==> config.mk <==
export PLATFORM = sky130hd
export DESIGN_NAME = crypto_copro_offload_ctrl
export DESIGN_NICKNAME = d
export VERILOG_FILES = /design/src/rtl/crypto_copro_offload_ctrl.sv
export SDC_FILE = /design/constraint.sdc
export NUM_CORES = 1
export LEC_CHECK = 0
export BUFFER_PORTS_ARGS = -buffer_cell sky130_fd_sc_hd__buf_2
export CORE_AREA = 2 2 237 239
export CTS_CLUSTER_SIZE = 10
export DETAILED_ROUTE_END_ITERATION = 10
export DIE_AREA = 0 0 239 241
export PLACE_DENSITY = 0.43
export SETUP_SLACK_MARGIN = 0.05
export SYNTH_ARGS = -nofsm -noshare
export SYNTH_HDL_FRONTEND = slang
export SYNTH_SLANG_ARGS = --single-unit
==> constraint.sdc <==
create_clock -name clk_i -period 2.1 [get_ports clk_i]
set_clock_uncertainty 0.15 [all_clocks]
set_input_delay 0.105 -clock clk_i [delete_from_list [all_inputs] [get_ports clk_i]]
set_output_delay 0.105 -clock clk_i [all_outputs]
set_load 0.005 [all_outputs]
==> src/rtl/crypto_copro_offload_ctrl.sv <==
// Core-side offload controller for the crypto coprocessor issue/result protocol.
// Holds one instruction in flight from issue request to a single writeback pulse.
module crypto_copro_offload_ctrl #(
  parameter int unsigned XLEN     = 64,
  parameter int unsigned ID_WIDTH = 3,
  parameter int unsigned TIMEOUT  = 255
) (
  input  logic                  clk_i,
  input  logic                  rst_ni,
  input  logic                  instr_valid_i,
  output logic                  instr_ready_o,
  input  logic [31:0]           instr_i,
  input  logic [ID_WIDTH-1:0]   id_i,
  input  logic [3*XLEN-1:0]     rs_i,
  input  logic [2:0]            rs_valid_i,
  input  logic                  flush_i,
  output logic                  x_issue_valid_o,
  input  logic                  x_issue_ready_i,
  output logic [31:0]           x_issue_instr_o,
  output logic [ID_WIDTH-1:0]   x_issue_id_o,
  output logic [3*XLEN-1:0]     x_issue_rs_o,
  output logic [2:0]            x_issue_rs_valid_o,
  input  logic                  x_resp_accept_i,
  input  logic                  x_resp_writeback_i,
  input  logic [2:0]            x_resp_register_read_i,
  input  logic                  x_result_valid_i,
  output logic                  x_result_ready_o,
  input  logic [ID_WIDTH-1:0]   x_result_id_i,
  input  logic [XLEN-1:0]       x_result_data_i,
  output logic                  wb_valid_o,
  output logic [ID_WIDTH-1:0]   wb_id_o,
  output logic [XLEN-1:0]       wb_data_o,
  output logic [1:0]            wb_exc_o,
  output logic                  busy_o
);

  localparam int unsigned CW = $clog2(TIMEOUT + 1);

  typedef enum logic [2:0] {
    IDLE,
    ISSUE,
    WAIT_RES,
    DRAIN,
    DONE
  } state_e;

  state_e              state_q, state_d;
  logic [31:0]         instr_q;
  logic [ID_WIDTH-1:0] id_q;
  logic [3*XLEN-1:0]   rs_q;
  logic [2:0]          rsv_q;
  logic [CW-1:0]       cnt_q;
  logic [ID_WIDTH-1:0] wb_id_q;
  logic [XLEN-1:0]     wb_data_q;
  logic [1:0]          wb_exc_q;

  logic                take, id_hit, tmo, opnd_miss;
  logic                cnt_clr, cnt_inc, wb_load;
  logic [1:0]          exc_d;
  logic [XLEN-1:0]     data_d;

  assign take      = (state_q == IDLE) & instr_valid_i;
  assign id_hit    = x_result_valid_i & (x_result_id_i == id_q);
  assign tmo       = cnt_q == CW'(TIMEOUT - 1);
  assign opnd_miss = |(x_resp_register_read_i & ~rsv_q);

  always_ff @(posedge clk_i) begin
    if (!rst_ni) state_q <= IDLE;
    else         state_q <= state_d;
  end

  always_comb begin
    state_d = state_q;
    cnt_clr = 1'b0;
    cnt_inc = 1'b0;
    wb_load = 1'b0;
    exc_d   = 2'd0;
    data_d  = '0;
    unique case (state_q)
      IDLE: begin
        if (instr_valid_i) state_d = ISSUE;
      end
      ISSUE: begin
        if (x_issue_ready_i) begin
          if (!x_resp_accept_i) begin
            state_d = DONE;
            wb_load = 1'b1;
            exc_d   = 2'd1;
          end else if (opnd_miss) begin
            state_d = DONE;
            wb_load = 1'b1;
            exc_d   = 2'd2;
          end else if (!x_resp_writeback_i) begin
            state_d = DONE;
            wb_load = 1'b1;
          end else begin
            state_d = WAIT_RES;
            cnt_clr = 1'b1;
          end
          // A flush racing the handshake only leaves work behind if a result is owed
          if (flush_i) begin
            wb_load = 1'b0;
            state_d = (state_d == WAIT_RES) ? DRAIN : IDLE;
          end
        end else if (flush_i) begin
          state_d = IDLE;
        end
      end
      WAIT_RES: begin
        if (flush_i) begin
          state_d = id_hit ? IDLE : DRAIN;
          cnt_clr = 1'b1;
        end else if (id_hit) begin
          state_d = DONE;
          wb_load = 1'b1;
          data_d  = x_result_data_i;
        end else if (tmo) begin
          state_d = DONE;
          wb_load = 1'b1;
          exc_d   = 2'd3;
        end else begin
          cnt_inc = 1'b1;
        end
      end
      DRAIN: begin
        if (id_hit || tmo) state_d = IDLE;
        else               cnt_inc = 1'b1;
      end
      DONE: begin
        state_d = IDLE;
      end
      default: begin
        state_d = IDLE;
      end
    endcase
  end

  always_ff @(posedge clk_i) begin
    if (!rst_ni) begin
      instr_q   <= '0;
      id_q      <= '0;
      rs_q      <= '0;
      rsv_q     <= '0;
      cnt_q     <= '0;
      wb_id_q   <= '0;
      wb_data_q <= '0;
      wb_exc_q  <= '0;
    end else begin
      if (take) begin
        instr_q <= instr_i;
        id_q    <= id_i;
        rs_q    <= rs_i;
        rsv_q   <= rs_valid_i;
      end
      if (cnt_clr)      cnt_q <= '0;
      else if (cnt_inc) cnt_q <= cnt_q + CW'(1);
      if (wb_load) begin
        wb_id_q   <= id_q;
        wb_data_q <= data_d;
        wb_exc_q  <= exc_d;
      end
    end
  end

  assign instr_ready_o      = state_q == IDLE;
  assign busy_o             = state_q != IDLE;
  assign x_issue_valid_o    = state_q == ISSUE;
  assign x_issue_instr_o    = instr_q;
  assign x_issue_id_o       = id_q;
  assign x_issue_rs_o       = rs_q;
  assign x_issue_rs_valid_o = rsv_q;
  assign x_result_ready_o   = (state_q == WAIT_RES) | (state_q == DRAIN);
  assign wb_valid_o         = (state_q == DONE) & ~flush_i;
  assign wb_id_o            = wb_id_q;
  assign wb_data_o          = wb_data_q;
  assign wb_exc_o           = wb_exc_q;

endmodule

==> flow_summary.toml <==
[critical_path]
cp_max_fo = 3
cp.arrival_ns = 2.30
start_kind = "register"
cp-end-kind = "register"
path_class = "register to register"
cp.required_ns = 2.42

[logic_synthesis]
ys_seq_elements = 310
synth_compound_area_share_pct = 16.9
synth_ff_type = "dfxtp_1"
synth_cell_types = 42
ys_async_sr_fraction_pct = 0
syn_nets = 1560
yosysWarnings = 0
synth.avg_cell_area_um2 = 8.59
synth_edf_count = 0
synth_mux_area_share_pct = 0.373
syn-cell-area_mm2 = 0.0107
yosysSeqAreaShare_pct = 57.8
synth-simple-area-share_pct = 19.8
synthAdderAreaFrac_pct = 0.233
synthXorXnorAreaFrac_pct = 0.816
netlist_instances = 1250
synth_top_family_by_area = "simple AND/OR/NAND/NOR gates"

[final_layout]
n_fill_cell = 5751
drive_gt1_share_pct = 33.1
layout.nets = 2463
syn_to_final_growth_pct = 77.7

[die]
io_pins = 612
initial_utilization_pct = 19.6
die_y_um = 241
core_area_mm2 = 0.0549
die_w_um = 239
dieArea_mm2 = 0.0576
rows = 86

[sta]
fin_tns_setup_ns = 0
hold_viol_final = 0
period_share_pct = 94.5
max_freq_ghz = 0.504
setup_ws_ns = 0.115
drv_slew = 0
whs_ns = 0.123
worst_pin_slew_ns = 0.748
post-route-min-period_ns = 1.98
relSlewSlack_pct = 50.1
rsz0062_at_grt = "no"
setup_viol = 0

[grt]
grt_pass1_wl_um = 64200
grt_pass1_vias = 11992
antenna_found_initial = 0
grt_max_degree = 133
grt.total_usage_pct = 14.0
gr-total-overflow = 0

[place]
place.gp.congestion = 0.825
post-place-ws_ns = 0.125
hpwl_um = 29900
portBuffers = 611

[power]
p_per_area_mw_per_mm2 = 831
ir_worst_vdd_mv = 0.458
leakage_nw = 8.84

[clock_network]
cts_sinks = 310
cts_buffers = 40
cts_tree = "yes"
clk_pin_slew_ns = 0.05
htree_levels = 2
clockBufferDepth = 3
root_buffer = "clkbuf_16"
clk_latency_ns = 0.54

[drt]
drt_iter0_drc = 432
drc = 0
wirelength_um = 43400
first_pass_iters = 4
ant_nets = 0
vias_per_cell = 4.10
vias = 11794
wl_per_cell_um = 15.1

[status]
status = "finished, final reports clean"

[hold_path]
hold_class = "input pin to register"

[job]
drv_cap = 0
## metrics by stage
step	cells	total power, mW	area [um2]	utilization, %
6_report	2879	15.8	19100	34.8
5_1_grt	2878	16.7	19100	34.8
4_1_cts	2876	16.1	19000	34.7
3_5_place_dp	2509	9.05	14800	26.9
3_3_place_gp	2509	9.02	14800	26.9
2_1_floorplan	1250	7.72	10700	-
## synthesized netlist by cell type, types with 2 or more instances
master	number	area [um2]
xor2_1	6	52.6
a211oi_1	2	15.0
ha_1	2	25.0
and2_1	3	18.8
a22o_1	64	561
nand2_1	470	1760
nand4_1	6	37.5
o21ai_0	3	15.0
mux2i_1	4	40.0
inv_1	3	11.3
nor2_1	15	56.3
nor2b_1	4	25.0
a21oi_1	232	1160
clkbuf_1	56	210
buf_2	29	145
buf_6	6	67.6
and3_1	3	18.8
nor3_1	2	10.0
xnor2_1	4	35.0
nor3_4	2	32.5
nand3_1	4	20.0
dfxtp_1	310	6210
## path summary, 6_finish.rpt
check	from	end	slack [ns]	depth (start not counted)
min reg2reg	x_issue_rs_o[79]$_SDFFE_PN0P_	x_issue_rs_o[79]$_SDFFE_PN0P_	0.30	2
min	x_result_id_i[2]	wb_exc_o[1]$_SDFFE_PN0P_	0.12	6
max reg2reg	x_issue_rs_valid_o[1]$_SDFFE_PN0P_	state_q[1]$_SDFFE_PN0P_	0.12	6
max	x_issue_rs_valid_o[1]$_SDFFE_PN0P_	state_q[1]$_SDFFE_PN0P_	0.12	6
## report_power, final
part           leakage [nW]  internal (mW)  switching (mW)
Clock                 0.595           3.93            2.55
Sequential             2.53           6.31           0.216
Combinational          5.72           1.41            1.43
Total                  8.84           11.6            4.20
## critical path, stage by stage (launching register included)
cell and delay (ns):
dfxtp_1 0.38, nor2b_4 0.06, nor4_4 0.40, buf_4 0.18, nand2_1 0.06, dlygate4sd3_1 0.57
a21oi_1 0.12
## registers in the layout, summed over array words and instances (netlist names)
register and cells:
x_issue_rs_o 192, wb_data_o 64, x_issue_id_o 3, wb_id_o 3, x_issue_instr_o 32, x_issue_rs_valid_o 3, wb_exc_o 2, cnt_q 8
state_q 3
## layout make-up
| type | count | area, um2 | area share (%) |
|---|---|---|---|
| Antenna cell | 1 | 2.50 | 0.0131 |
| Clock buffer | 55 | 1120 | 5.86 |
| Clock inverter | 8 | 100 | 0.525 |
| Inverter | 4 | 20.0 | 0.105 |
| Multi-Input combinational cell | 844 | 4100 | 21.5 |
| Sequential cell | 310 | 6210 | 32.6 |
| Tap cell | 704 | 881 | 4.62 |
| Timing Repair Buffer | 953 | 6650 | 34.8 |
## metal layers
| layer | global-route usage (%) | up-vias | share of wire [%] |
|---|---|---|---|
| li1 | - | 5932 | - |
| met1 | 15.5 | 5388 | 40 |
| met3 | 3.52 | 86 | 6.5 |
| met5 | 0 | - | 0 |
| met4 | 5.45 | 0 | 3.1 |
| met2 | 25.5 | 388 | 51 |
## repair_timing
item	in CTS	in global routing
hold buffers	304	0
endpoints found under the setup margin	0	63
resized for setup	0	4
setup buffers	0	2
hold endpoints to repair	302	0
## cell usage in the layout (no fill, tap or decap), types with 4 or more instances in the layout
cell,n
clkbuf_1,10
nor2b_1,4
nand4_1,6
buf_12,21
clkbuf_8,4
xnor2_1,4
nor2_1,15
clkbuf_16,41
mux2i_1,4
buf_4,17
buf_2,611
nand3_1,4
a21oi_1,232
dlygate4sd3_1,304
xor2_1,6
a22o_1,64
dfxtp_1,307
nand2_1,469
## cells by family (layout without fill, tap and decap cells)
logic type	Yosys count	in the layout
xor+xnor	10	10
simple gates	522	522
flops	310	310
fa+ha+maj	2	2
other cells	0	1
mux	4	4
compound gates	306	306
buf+inv	96	1020
Power figures use the tool's default switching activity.
